## config.mk

```make
export PLATFORM = sky130hd
export DESIGN_NAME = switch_event_arbiter_flat
export DESIGN_NICKNAME = d
export VERILOG_FILES = /design/src/rtl/switch_event_arbiter_pkg.sv /design/src/rtl/switch_event_arbiter_if.sv /design/src/rtl/switch_event_arbiter_rr_priority_select.sv /design/src/rtl/switch_event_arbiter.sv /design/src/flat_wrapper.sv
export SDC_FILE = /design/constraint.sdc
export NUM_CORES = 1
export LEC_CHECK = 0
export CAP_MARGIN = 10
export CORE_ASPECT_RATIO = 1.1
export CORE_MARGIN = 5
export CORE_UTILIZATION = 40
export DETAILED_ROUTE_END_ITERATION = 8
export GPL_ROUTABILITY_DRIVEN = 0
export SYNTH_ARGS = -nofsm -noshare
export SYNTH_HDL_FRONTEND = slang
export SYNTH_SLANG_ARGS = --single-unit
```

## constraint.sdc

```tcl
create_clock -name clk -period 8.7 [get_ports clk]
set_clock_uncertainty 0.05 [all_clocks]
set_input_delay 2.61 -clock clk [delete_from_list [all_inputs] [get_ports clk]]
set_output_delay 2.61 -clock clk [all_outputs]
set_load 0.1 [all_outputs]
```

## src/rtl/switch_event_arbiter_pkg.sv

```systemverilog
// Shared types and helpers for the switch event arbiter slice.
package switch_event_pkg;

  typedef enum logic [1:0] {INIT, IDLE, OFFER} arb_state_t;

  function automatic int unsigned idx_width(input int unsigned n);
    return $clog2(n);
  endfunction

endpackage

```

## src/rtl/switch_event_arbiter_if.sv

```systemverilog
// Event channel between the arbiter (master) and a consumer (slave).
interface switch_event_arbiter_if #(
  parameter int unsigned input_count = 16
);
  logic                                                 event_valid;
  logic                                                 event_ready;
  logic [switch_event_pkg::idx_width(input_count)-1:0] event_index;
  logic                                                 event_level;

  modport master (output event_valid, event_index, event_level, input event_ready);
  modport slave  (input event_valid, event_index, event_level, output event_ready);
endinterface

```

## src/rtl/switch_event_arbiter_rr_priority_select.sv

```systemverilog
// Combinational round-robin pick: first set request at or after ptr, wrapping.
module rr_priority_select
  import switch_event_pkg::*;
#(
  parameter int unsigned N = 16
) (
  input  logic [N-1:0]              req,
  input  logic [idx_width(N)-1:0]   ptr,
  output logic                      any,
  output logic [idx_width(N)-1:0]   grant_idx
);
  localparam int unsigned W  = idx_width(N);
  localparam int unsigned SW = W + 1;

  logic [2*N-1:0] dbl;
  logic [N-1:0]   rot;
  logic [W-1:0]   first;
  logic [SW-1:0]  sum;

  always_comb begin
    dbl   = {req, req} >> ptr;
    rot   = dbl[N-1:0];
    any   = |req;
    first = '0;
    // Descending scan so the lowest rotated position is the one kept.
    for (int unsigned i = N; i > 0; i--) begin
      if (rot[i-1]) first = W'(i - 1);
    end
    sum = {1'b0, first} + {1'b0, ptr};
    if (sum >= SW'(N)) sum = sum - SW'(N);
    grant_idx = sum[W-1:0];
  end
endmodule

```

## src/rtl/switch_event_arbiter.sv

```systemverilog
// Turns debounced switch level changes into queued events served round-robin
// over a single valid/ready channel, counting overwritten events.
module switch_event_arbiter
  import switch_event_pkg::*;
#(
  parameter int unsigned input_count   = 16,
  parameter int unsigned overrun_width = 8
) (
  input  logic                      clk,
  input  logic                      reset,
  input  logic [input_count-1:0]    switch_state,
  input  logic                      overrun_clear,
  switch_event_arbiter_if.master    ev,
  output logic [input_count-1:0]    pending,
  output logic [overrun_width-1:0]  overrun_count
);
  localparam int unsigned IW = idx_width(input_count);
  localparam int unsigned CW = IW + 1;
  localparam int unsigned SW = overrun_width + CW + 1;

  arb_state_t             state;
  logic [input_count-1:0] prev;
  logic [input_count-1:0] pend_level;
  logic [IW-1:0]          rr_ptr;

  logic                   any;
  logic [IW-1:0]          grant_idx;
  logic [input_count-1:0] edges;
  logic [input_count-1:0] clr;
  logic [input_count-1:0] ovr_mask;
  logic [CW-1:0]          ovr_hits;
  logic [SW-1:0]          ovr_sum;
  logic [overrun_width-1:0] ovr_next;

  rr_priority_select #(.N(input_count)) u_select (
    .req       (pending),
    .ptr       (rr_ptr),
    .any       (any),
    .grant_idx (grant_idx)
  );

  always_comb begin
    edges = (state == INIT) ? '0 : (switch_state ^ prev);
    clr   = '0;
    if (state == IDLE && any) clr[grant_idx] = 1'b1;
    // The bit being latched this cycle is not an overrun if it toggles again.
    ovr_mask = edges & pending & ~clr;
    ovr_hits = '0;
    for (int unsigned i = 0; i < input_count; i++) begin
      ovr_hits = ovr_hits + CW'(ovr_mask[i]);
    end
    ovr_sum  = SW'(overrun_count) + SW'(ovr_hits);
    ovr_next = (ovr_sum > SW'({overrun_width{1'b1}})) ? '1 : ovr_sum[overrun_width-1:0];
  end

  always_ff @(posedge clk or posedge reset) begin
    if (reset) begin
      state          <= INIT;
      prev           <= '0;
      pending        <= '0;
      pend_level     <= '0;
      rr_ptr         <= '0;
      overrun_count  <= '0;
      ev.event_valid <= 1'b0;
      ev.event_index <= '0;
      ev.event_level <= 1'b0;
    end else begin
      prev          <= switch_state;
      pending       <= (pending & ~clr) | edges;
      pend_level    <= (pend_level & ~edges) | (switch_state & edges);
      overrun_count <= overrun_clear ? '0 : ovr_next;
      case (state)
        INIT: state <= IDLE;
        IDLE: begin
          if (any) begin
            ev.event_index <= grant_idx;
            ev.event_level <= pend_level[grant_idx];
            ev.event_valid <= 1'b1;
            state          <= OFFER;
          end
        end
        OFFER: begin
          if (ev.event_ready) begin
            rr_ptr         <= (ev.event_index == IW'(input_count - 1)) ? '0
                                                                       : ev.event_index + IW'(1);
            ev.event_valid <= 1'b0;
            state          <= IDLE;
          end
        end
        default: state <= INIT;
      endcase
    end
  end
endmodule

```

## src/flat_wrapper.sv

```systemverilog
// flat-port wrapper written by rule: the top's interface ports become plain ports
module switch_event_arbiter_flat import switch_event_pkg::*;
#(
  parameter int unsigned input_count   = 16,
  parameter int unsigned overrun_width = 8
)
  (clk, reset, switch_state, overrun_clear, pending, overrun_count, ev_event_valid, ev_event_index, ev_event_level, ev_event_ready);
  switch_event_arbiter_if #(.input_count(input_count)) ev_i ();
  input  logic clk;
  input  logic reset;
  input  logic [input_count-1:0] switch_state;
  input  logic overrun_clear;
  output logic [input_count-1:0] pending;
  output logic [overrun_width-1:0] overrun_count;
  output wire logic [$bits(ev_i.event_valid)-1:0] ev_event_valid;
  output wire logic [$bits(ev_i.event_index)-1:0] ev_event_index;
  output wire logic [$bits(ev_i.event_level)-1:0] ev_event_level;
  input wire logic [$bits(ev_i.event_ready)-1:0] ev_event_ready;
  assign ev_event_valid = ev_i.event_valid;
  assign ev_event_index = ev_i.event_index;
  assign ev_event_level = ev_i.event_level;
  assign ev_i.event_ready = ev_event_ready;
  switch_event_arbiter #(.input_count(input_count), .overrun_width(overrun_width)) u_core (.clk(clk), .reset(reset), .switch_state(switch_state), .overrun_clear(overrun_clear), .ev(ev_i), .pending(pending), .overrun_count(overrun_count));
endmodule
```

Word-level counts from Yosys, hierarchy flattened
Cells that the tools add are included.
- logic and storage cells: 89
- output and inout bits: 30
- register bits: 68
- input port bits: 20
- shifts and indexed selects: 1
- bitwise operators: 10
- $add $sub $neg: 19
- equality and inequality tests: 5
- order comparisons: 4
- multiplexer cells: 32
- reduce and logical (&&, ||, !) cells: 9
- operator list (cell ; count):
    $and 16x16->16 ; 5
    $mux 4 ; 18
    $add 5x1->5 ; 14
    $mux 16 ; 2
    $not 16->16 ; 2
    $or 16x16->16 ; 2
    $shr 32x4->16 ; 1
    $mux 8 ; 2
    $reduce_or 16->1 ; 1
    $xor 16x16->16 ; 1
    $gt 14x8->1 const B ; 1
    $add 8x5->9 ; 1
    $pmux 2 s3 ; 1
    $reduce_and 2->1 ; 3
    $add 4x4->5 ; 1
    $ge 5x5->1 const B ; 1
    $lt 4x5->1 const B ; 1
    $add 4x1->4 const B ; 1
    $bmux 1 s4 ; 1
    $demux 1 s4 ; 1
    $eq 4x4->1 const B ; 1
    $ge 4x1->1 const B ; 1
    $mux 1 ; 4
    $mux 2 ; 2
    11 further kinds ; 12

Logic depth before layout (Yosys ltp)
Gate-level depths: netlist of run 1.
- depth in word-level cells: 46
- gate-level depth with buffers: 35
- depth with buffers taken out: 33

By module
From an unflattened synthesis of run 1, not the netlist that was laid out.
- cells, all modules: 441
- area, all modules: 4649.5 sq um
- modules (own cells, without submodules) (module ; area each (sq um) ; times used ; sequential area each (sq um) ; cells each):
    switch_event_arbiter ; 3464.6 ; 1 ; 1701.6 ; 342
    rr_priority_select ; 1184.9 ; 1 ; 0.0 ; 99

Worst setup path after synthesis of run 1
OpenSTA, ideal clock, no wires.
- path type: reg-to-reg
- start: reg u_core.pending[15]
- end: reg u_core.overrun_count[5]
- clock period less this slack: 8.800 ns
- required time: 8.516 ns
- slack: -0.100 ns
- cell stages (with the launch flop): 33
- setup time: 0.134 ns
- buffers on the path: 1
- data arrival time: 8.616 ns
- cell sequence: dfrtp_1 > mux4_2 > mux2_2 > nand2b_1 > o21ai_1 > a21boi_0 > o211ai_1 > a31oi_1 > ha_1 > a21o_1 > a21oi_1 > xnor2_1 > xnor2_1 > clkbuf_1 > a31oi_1 > ha_1 > inv_1 > fa_1 > fa_1 > fa_1 > inv_1 > fa_1 > fa_1 > inv_1 > fa_1 > inv_1 > ha_1 > a21o_1 > a21o_1 > a21o_1 > a21oi_1 > xor2_1 > a21oi_1
- longest elaborated chain between the ends: 46
- elaborated cells on any way between the ends: 51
- those cells by class: add/sub: 18; order compare: 4; shift: 1; mux: 22; bitwise: 3; reduce/logical: 3
- ends and longest elaborated chain (element ; RTL line ; RTL):
    start: declaration ; switch_event_arbiter.sv:14 ; output logic [input_count-1:0] pending,
    start signal: assignment ; switch_event_arbiter.sv:69 ; pending <= (pending & ~clr) | edges;
    $shr 32x4->16 ; switch_event_arbiter_rr_priority_select.sv:21 ; dbl = {req, req} >> ptr;
    $mux 4 (16 in a row) ; switch_event_arbiter_rr_priority_select.sv:27 ; if (rot[i-1]) first = W'(i - 1);
    $add 4x4->5 ; switch_event_arbiter_rr_priority_select.sv:29 ; sum = {1'b0, first} + {1'b0, ptr};
    $sub 4x1->4 / $ge 5x5->1 (equally long branches) ; switch_event_arbiter_rr_priority_select.sv:30 ; if (sum >= SW'(N)) sum = sum - SW'(N);
    $mux 4 ; switch_event_arbiter_rr_priority_select.sv:30 ;
    $lt 4x5->1 (implied by the code) / $ge 4x1->1 (equally long branches) ; switch_event_arbiter.sv:45 ; if (state == IDLE && any) clr[grant_idx] = 1'b1;
    $logic_and 1x1->1 (implied by the code) ; switch_event_arbiter.sv:45 ;
    $mux 1 (implied by the code) ; switch_event_arbiter.sv:45 ;
    (+3 left out) ; - ;
    $and 16x16->16 (*) ; switch_event_arbiter.sv:47 ; ovr_mask = edges & pending & ~clr;
    $add 1x1->2 ; switch_event_arbiter.sv:50 ; ovr_hits = ovr_hits + CW'(ovr_mask[i]);
    $add 5x1->5 (13 in a row) ; switch_event_arbiter.sv:50 ;
    $add 5x1->5 (*) ; switch_event_arbiter.sv:50 ;
    $add 8x5->9 (*) ; switch_event_arbiter.sv:52 ; ovr_sum = SW'(overrun_count) + SW'(ovr_hits);
    $gt 14x8->1 ; switch_event_arbiter.sv:53 ; ovr_next = (ovr_sum > SW'({overrun_width{1'b1}})) ? '1 : ovr_sum[overrun_width-1:0];
    $mux 8 (*) ; switch_event_arbiter.sv:53 ;
    $mux 8 (*) ; switch_event_arbiter.sv:71 ; overrun_count <= overrun_clear ? '0 : ovr_next;
    end signal: assignment ; switch_event_arbiter.sv:71 ;
    end: declaration ; switch_event_arbiter.sv:15 ; output logic [overrun_width-1:0] overrun_count
Mark *: on every way between the ends. The rest lies on a longest branch, timed or not.
A chain may end at the register's enable or synchronous reset.

Worst setup path after layout of run 1
- start: reg u_core.rr_ptr[0]
- end: reg u_core.overrun_count[1]
- longest elaborated chain between the ends: 46
- elaborated cells on any way between the ends: 48
- those cells by class: add/sub: 18; order compare: 4; shift: 1; mux: 22; bitwise: 2; reduce/logical: 1
- ends and longest elaborated chain (element ; RTL line ; RTL):
    start: declaration ; switch_event_arbiter.sv:24 ; logic [IW-1:0] rr_ptr;
    start signal: assignment ; switch_event_arbiter.sv:84 ; rr_ptr <= (ev.event_index == IW'(input_count - 1)) ? '0
    $shr 32x4->16 ; switch_event_arbiter_rr_priority_select.sv:21 ;
    $mux 4 (16 in a row) ; switch_event_arbiter_rr_priority_select.sv:27 ;
    $add 4x4->5 (*) ; switch_event_arbiter_rr_priority_select.sv:29 ;
    $sub 4x1->4 / $ge 5x5->1 (equally long branches) ; switch_event_arbiter_rr_priority_select.sv:30 ;
    $mux 4 (*) ; switch_event_arbiter_rr_priority_select.sv:30 ;
    $lt 4x5->1 (implied by the code) / $ge 4x1->1 (equally long branches) ; switch_event_arbiter.sv:45 ;
    $logic_and 1x1->1 (implied by the code) ; switch_event_arbiter.sv:45 ;
    $mux 1 (implied by the code) ; switch_event_arbiter.sv:45 ;
    (+3 left out) ; - ;
    $and 16x16->16 (*) ; switch_event_arbiter.sv:47 ;
    $add 1x1->2 ; switch_event_arbiter.sv:50 ;
    $add 5x1->5 (13 in a row) ; switch_event_arbiter.sv:50 ;
    $add 5x1->5 (*) ; switch_event_arbiter.sv:50 ;
    $add 8x5->9 (*) ; switch_event_arbiter.sv:52 ;
    $gt 14x8->1 ; switch_event_arbiter.sv:53 ;
    $mux 8 (*) ; switch_event_arbiter.sv:53 ;
    $mux 8 (*) ; switch_event_arbiter.sv:71 ;
Marks and branches as above.

==> results of run 1 <==
-- worst reg2reg max path, delay by kind of cell, from the launching register on --
kind            cells  cell delay [ns]
compound gates      7             1.57
xor+xnor            1             0.22
flops               1             0.40
fa+ha+maj          10             3.97
mux                 2             0.79
buf+inv             9             0.81
simple gates        5             0.46
-- area by class of cell --
cell class              instances  area share, %
flip-flops and latches         68           28.1
clock inverters                 7          0.878
well taps                     150           3.06
repair buffers                 90           14.0
clock buffers                   9           3.67
multi-input cells             347           49.1
inverters                      19           1.16
-- path summary, 6_finish.rpt --
path | slack, ns | from | depth (start not counted) | endpoint
max reg2reg | 0.28 | u_core.rr_ptr[0] | 34 | u_core.overrun_count[1]
min in group asynchronous | 2.81 | reset | 3 | u_core.prev[1]
min reg2reg | 0.42 | u_core.prev[3] | 1 | flop
min | 0.42 | u_core.prev[3] | 1 | flop
max in group asynchronous | 5.17 | reset | 3 | u_core.pending[14]
max | 0.28 | u_core.rr_ptr[0] | 34 | u_core.overrun_count[1]
-- per-layer routing --
metal  routed length, µm  track usage (%)  part of all wire, %  vias to the layer above
met5                   0                0                    0                        -
met3                 705             2.92                  5.5                       14
li1                    -                -                    -                     1871
met2                6500             29.7                   51                      116
met4                 160             5.80                  1.3                        0
met1                5400             23.5                   42                     2014
-- timing repair --
| action | CTS | global route |
|---|---|---|
| gates cloned | 0 | 1 |
| setup endpoints to repair | 3 | 8 |
| setup buffers | 0 | 8 |
| gates resized for setup | 6 | 30 |
| pin swaps | 0 | 21 |
-- cells in the final DEF (no fill, tap or decap), drive strengths merged, types with 2 or more instances in the layout --
cell,count
a211o,2
a21o,8
a21oi,41
a311oi,2
a31oi,4
a41oi,2
and3,2
buf,40
clkbuf,10
clkdlybuf4s50,49
clkinv,4
clkinvlp,3
dfrtp,68
fa,12
ha,15
inv,19
mux2,16
mux2i,16
mux4,20
nand2,18
nand2b,3
nand3,5
nand3b,4
nor2,35
nor2b,4
nor3,14
nor3b,2
nor4,5
o211ai,8
o21a,2
o21ai,47
o311a,4
o311ai,6
o32a,8
or2,4
xnor2,24
xor2,3
-- per-stage QoR --
stage	utilization (%)	area (µm²)	hold slack, ns
finish	53.1	6130	0.425
global route	53.1	6130	0.448
CTS	51.3	5920	0.433
detailed placement	48.6	5610	0.426
global placement	48.6	5610	0.411
floorplan	-	4760	0.407
-- cell families after synthesis --
| group | Yosys count | synth area share (%) |
|---|---|---|
| XOR/XNOR | 27 | 4.99 |
| AO/OA/AOI/OAI | 140 | 18.9 |
| flip-flops | 68 | 35.9 |
| adder cells (fa/ha/maj) | 27 | 9.02 |
| multiplexers | 52 | 16.9 |
| AND/OR/NAND/NOR | 101 | 10.4 |
| buffers and inverters | 43 | 3.88 |
==> impl_summary.md, run 1 <==
Run status
The run finished with clean final reports.

Worst hold path
The tightest min-delay check is of the reg2reg type.

Placement
Prior to clock tree synthesis, the placed netlist has a worst setup slack of -0.0501 ns. The number of buffers added on ports is between 40 and 50. The final HPWL from detailed placement is 9.37 mm.

Once placement completed, the tool counted placed cells totaling 665.

Synthesis
In the synthesized netlist the dominant register cell turns out to be dfrtp_1. Among all cell types in the netlist, the one instantiated most often is dfrtp_1. The flop and latch count out of synthesis is 68. After technology mapping, the gate count stands at 458. Sorting the synthesized cells by area gives the leading types as dfrtp_1 36%, mux4_2 9.5%, fa_1 5.1%. The cell area after synthesis is 4740 µm². The synthesized area divided by synthesized cell count is just over 10 µm². The sequential share of the synthesized area is 35.9%.

Of all cell types, the one taking the most synthesized area is dfrtp_1. The share of the synthesized area in the top cell type is 35.9%. The number of unique standard cell types used by synthesis is 52. In the synthesized netlist the async set-or-reset flop fraction comes to 100%. Synthesis produced a netlist with a net count of 505.

The synthesized design contains 0 enable-type register cells. Counting instances in the post-synthesis netlist gives the leading cell types as 68 x dfrtp_1, 46 x o21ai_0, 41 x a21oi_1. The Yosys step of the flow raised 0 warnings.

Setup path
STA puts the critical path data arrival time at 8.57 ns. STA classifies the critical path startpoint as a flop. The critical path's slowest cell is mux4_2.

The kind of end point of the critical path is a flop. For this run, the slowest stage of the critical path takes 0.56 ns. The worst setup path is of the reg2reg kind. The highest net fanout along the worst path is 6.

The cell repeated most along the worst path is fa_1. The critical path's top delay family is adder cells. The required time of the worst setup path is 8.85 ns. Together, buffers and inverters on the worst path number 9.

Timing
The timing-limited maximum frequency is about 120 MHz. The final number of hold-violating endpoints came to 0. Setup slack closes at 0.283 ns. In the finished design, the share of the clock period the worst path needs comes to 96.7%. For the finished layout, the period the worst path requires is ~8.4 ns. Setup violations remaining at the end of the flow were counted as 0.

The worst slew margin relative to its limit is between 30% and 40%. The setup TNS is 0 ns. The final count of pins violating max slew is 0. At the pin with the least slew margin, the transition time is 0.981 ns.

Layout
The area overhead of the layout relative to synthesis is 29.2%. The total number of nets in the final design is around 580. For this run, the number of standard cells in the final layout without fillers is 690. The number of fillers in the final layout is 1,032. The combined flip-flop and latch cell area is roughly 1700 µm². Of the cells placed in the final design, the portion with a size suffix greater than 1 is 26.3%.

0 antenna diodes ended up in the layout. The multi-input combinational cells in the finished layout cover a total of about 3000 µm².

Routing
The remaining number of nets flagged by the antenna check after routing is 0. The starting DRC count in detailed routing is between 200 and 300. For this run, design rule violations remaining after detail routing come to 0. The final routed wire length divided by cell count is 18.5 µm.

The via count of the routed design is 4,015. The total routed wirelength is approximately 13 mm. The routed via count divided by cell count is 5.82. The first-pass iteration count of the detailed router is 5.

Clock tree
The total number of H-tree levels is 3. CTS placed an instance of clkbuf_16 at the clock tree root. TritonCTS created 9 clock buffers. The longest clock path from root to sink contains 2 buffers. After clock tree synthesis, the flow added hold-fix buffers numbering 0. The total number of clock tree sinks is 68. The CTS clock-pin slew for the worst setup and hold paths is 0.06 ns. The clock latency on the worst-skew pair is about 0.33 ns. The clock tree from TritonCTS is done.

Die
The die is 124 µm tall. The area of the core region is 11,500 µm². The horizontal extent of the die is about 110 µm.

The die covers 14,100 µm². After floorplanning, the core was divided into 41 placement rows. The number of I/O pins is 50. The initial utilization of the core area, before any placement, comes to approximately 41%.

GRT
The wire length of the first global-routing pass is between 20 and 25 mm. The global-route total usage across every layer is 17.8%. Summed over all layers, the global routing overflow is 0. The largest net degree at the start of global routing is 69.

The number of antenna violations at the first check in global routing was 0. The via count of the first global-routing pass came to 3,942.

Run
The number of maximum-capacitance constraint violations is 0.
Power of run 1 is not shown: default switching activity piles up to over one toggle a cycle in this logic, so the estimate is an artifact.
==> inputs of run 2 (changes only) <==
--- a/config.mk
+++ b/config.mk
@@ -5,6 +5,7 @@
 export SDC_FILE = /design/constraint.sdc
 export NUM_CORES = 1
 export LEC_CHECK = 0
+export ABC_AREA = 1
 export CAP_MARGIN = 10
 export CORE_ASPECT_RATIO = 1.1
 export CORE_MARGIN = 5
==> run 2 against run 1 <==
  * Synthesized cell count up 39%
  * Global-route usage up 1.2 points
  * Count of clock-buffer cells in the layout up 3
==> impl_summary.md, run 2 <==
Setup path
The classification of the worst setup path is reg2reg. The number of buffer and inverter instances along the worst setup path came to 10 (+1). The required time of the worst setup path came to 8.87 ns (+0.02 ns). STA classifies the critical path endpoint as a flop. The slack of the worst reg-to-reg path is 0.58 ns (+0.29 ns). STA classifies the critical path startpoint as a flop. The kind of cell with the highest combined delay along the critical path is adder cells. The most critical setup path has its endpoint at u_core.overrun_count[1].

The origin of the critical flop-to-flop path is u_core.rr_ptr[0]. The cell repeated most along the worst path is nand2_1. The length in cells of the worst reg-to-reg path is 48 (+41%). The highest net fanout along the worst path is 7 (+1).

The arrival time reported for the critical path endpoint is 8.29 ns (-0.28 ns). The largest individual stage delay along the critical path comes from the cell fa_1. The worst register-to-register path ends at u_core.overrun_count[1]. The critical path startpoint is u_core.rr_ptr[0]. The maximum single-stage delay on the critical path came to 0.57 ns (about the same).

The path length in cells of the critical path is 48 (+41%).

Timing
The shortest clock period the worst path allows after layout was 8.12 ns (-0.292 ns). The final worst-path setup slack is 0.575 ns (+0.292 ns). The final clock period utilization by the worst path is 93.4% (-3.4 points).

The pin slew with the least headroom to its limit is 0.985 ns (+0.00424 ns). The final number of hold-violating endpoints is 0 (unchanged). The setup TNS is 0 ns (unchanged).

The timing-limited maximum frequency is 123 MHz (+3.6%). The final count of pins violating max slew was 0 (unchanged). Setup repair after global routing left no endpoint under its margin. The worst slew margin relative to its limit is 34.1% (-0.28 points). The number of failing setup endpoints in the final timing report is 0 (unchanged).

Synthesis
The net count after synthesis was 685 (+36%). The proportion of register bits with asynchronous set or reset after synthesis is 100% (unchanged). The count of synthesis-stage warnings from yosys came to 0 (unchanged). In the synthesized netlist the dominant register cell turns out to be dfrtp_1. The number of enable flip-flop cells after synthesis was 0 (unchanged). The synthesized design spends more area on one cell type than any other, namely dfrtp_1.

By count the netlist is led by 188 x nand2_1, 98 x nand3_1, 84 x inv_1. The post-synthesis share of cell area spent on full adders, half adders and majority gates is 9.31% (+0.29 points). The combinational family with the most area after synthesis is simple AND/OR/NAND/NOR gates. The flop and latch count out of synthesis was 68 (unchanged). The cell count after synthesis is 638 (+39%). The post-synthesis xor/xnor area fraction is 0.953% (-4.0 points). The sequential share of the synthesized area is 37.0% (+1.1 points).

The proportion of synthesized area in mux cells is 0% (-17 points). The post-synthesis compound-gate area fraction is 9.39% (-9.5 points). The area share of and/or/nand/nor cells after synthesis is 33.9% (+23 points). The share of the synthesized area in the top cell type is 37.0% (+1.1 points). The synthesized area divided by synthesized cell count came to 7.21 µm² (-30%).

The cell area after synthesis is 4600 µm² (-3.1%). By area the synthesized netlist is led by dfrtp_1 37%, nand2_1 15%, nand3_1 11%. The number of unique standard cell types used by synthesis is 42 (-19%). Among all cell types in the netlist, the one instantiated most often is nand2_1.

Placement
The worst-case setup slack after placement is 0.218 ns (+0.268 ns). The number of buffers added on ports is 49 (unchanged). The final HPWL from detailed placement came to 9.71 mm (+3.7%).

Clock tree
The number of buffers created by CTS is 9 (unchanged). The total number of clock tree sinks is 68 (unchanged). The clock latency on the worst-skew pair was 0.33 ns (about the same). The cell chosen for the clock root is clkbuf_16. TritonCTS built the clock tree. The number of buffers between clock root and the deepest sink is 2 (unchanged). The CTS clock-pin slew for the worst setup and hold paths is 0.05 ns (about the same). The number of hold-repair buffers added at the cts stage is 0 (unchanged).

The total number of H-tree levels is 3 (unchanged).

Routing
The total routed wirelength came to 12.8 mm (about the same). The routed via count divided by cell count is 5.17 (-11%). The starting DRC count in detailed routing is 365 (+33%). The via count of the routed design is 4,430 (+10%). The first-pass iteration count of the detailed router was 7 (+2). The remaining number of nets flagged by the antenna check after routing is 0 (unchanged).

The final routed wire length divided by cell count is 14.9 µm (-20%). The DRC violation count after routing is 0 (unchanged).

Die
The horizontal extent of the die is 112 µm (-1.4%). The floorplan die height is 122 µm (-1.4%). The number of cell rows is 41 (unchanged). The die outline area is 13,700 µm² (-2.8%). The number of I/O pins came to 50 (unchanged). The area of the core region was 11,400 µm² (-1.3%). The initial cell density of the core is 40.4% (-0.73 points).

GRT
The wire length of the first global-routing pass came to 20.6 mm (+1.6%). The number of antenna violations at the first check in global routing was 0 (unchanged). The residual overflow from global routing is 0 (unchanged). The via count of the first global-routing pass is 4,258 (+8.0%). The global-route total usage across every layer is 19.0% (+1.2 points). The largest net degree at the start of global routing is 69 (unchanged).

Layout
The final core utilization was 49.9% (-3.2 points). The area overhead of the layout relative to synthesis is 23.6%. The library cells used most frequently in the layout, excluding fill and tap cells, are 187 x nand2_1, 97 x nand3_1, 82 x inv_1. The antenna diode instance count is 0 (unchanged). The most frequent standard cell in the layout excluding fill and tap cells is nand2_1.

The share of layout cells above drive strength 1 was 8.49% (-18 points). The total number of nets in the final design is 751 (+29%).

Worst hold path
The kind of path behind the tightest hold check is reg2reg.

Run status
The flow ran to the end, and the final reports show no timing, DRC or antenna violations.

Run
The number of maximum-capacitance constraint violations is 0 (unchanged).
[run 2: changes by cell type after synthesis, moves of 11 or more]
cell,before,now
nand2_1,18,188
o21ai_1,1,12
mux2_2,16,0
mux4_2,20,0
mux2i_1,15,0
o21ai_0,46,32
xnor2_1,24,1
nand3_1,5,98
a21oi_1,41,14
inv_1,19,84
[run 2: kinds of logic after synthesis]
kind of cell | Yosys count
AO/OA/AOI/OAI | 77
XOR/XNOR | 5
adder cells (fa/ha/maj) | 27
buffers and inverters | 104
flip-flops | 68
AND/OR/NAND/NOR | 357
[run 2: per-stage QoR]
step / area, µm² / hold WS, ns / cells
global route: 5680 / 0.441 / 857
CTS: 5600 / 0.427 / 852
floorplan: 4600 / 0.392 / 638
detailed placement: 5310 / 0.415 / 838
global placement: 5310 / 0.406 / 838
finish: 5680 / 0.424 / 857
[run 2: metal layers]
| metal | part of all wire (%) | up-vias | routed length, µm | global-route usage, % |
|---|---|---|---|---|
| met2 | 49 | 128 | 6290 | 32.8 |
| met3 | 4.4 | 32 | 557 | 3.50 |
| met5 | 0 | - | 0 | 0 |
| li1 | - | 2222 | - | - |
| met1 | 43 | 2048 | 5430 | 22.7 |
| met4 | 3.8 | 0 | 490 | 9.62 |
[run 2: layout make-up]
type	count	area [µm²]
fillers	1134	5710
multi-input cells	466	2500
flip-flops and latches	68	1700
repair buffers	71	656
inverters	87	337
clock buffers	12	256
well taps	150	188
clock inverters	2	35.0
repair inverters	1	5.00
[run 2: how the worst min path moves through the flow]
stage / from / to / slack, ns / cells after the start
floorplan: flop / flop / 0.39 / 2
global placement: flop / flop / 0.41 / 2
detailed placement: flop / flop / 0.42 / 2
CTS: flop / flop / 0.43 / 2
global route: flop / flop / 0.44 / 2
finish: flop / flop / 0.42 / 2
[run 2: worst reg2reg max path: cells and delay by family (launching register included)]
kind / cells / cell delay [ns]
adders and majority gates: 9 / 3.86
and+or+nand+nor: 25 / 2.32
buffers and inverters: 10 / 0.87
DFF: 1 / 0.48
AOI/OAI and AO/OA: 4 / 0.43
[run 2: timing repair]
action / CTS / global route
gates resized for setup: 0 / 19
setup endpoints to repair: 0 / 8
setup buffers: 0 / 4
hold endpoints to repair: 0 / 0
Power of run 2 is left out for the same reason.
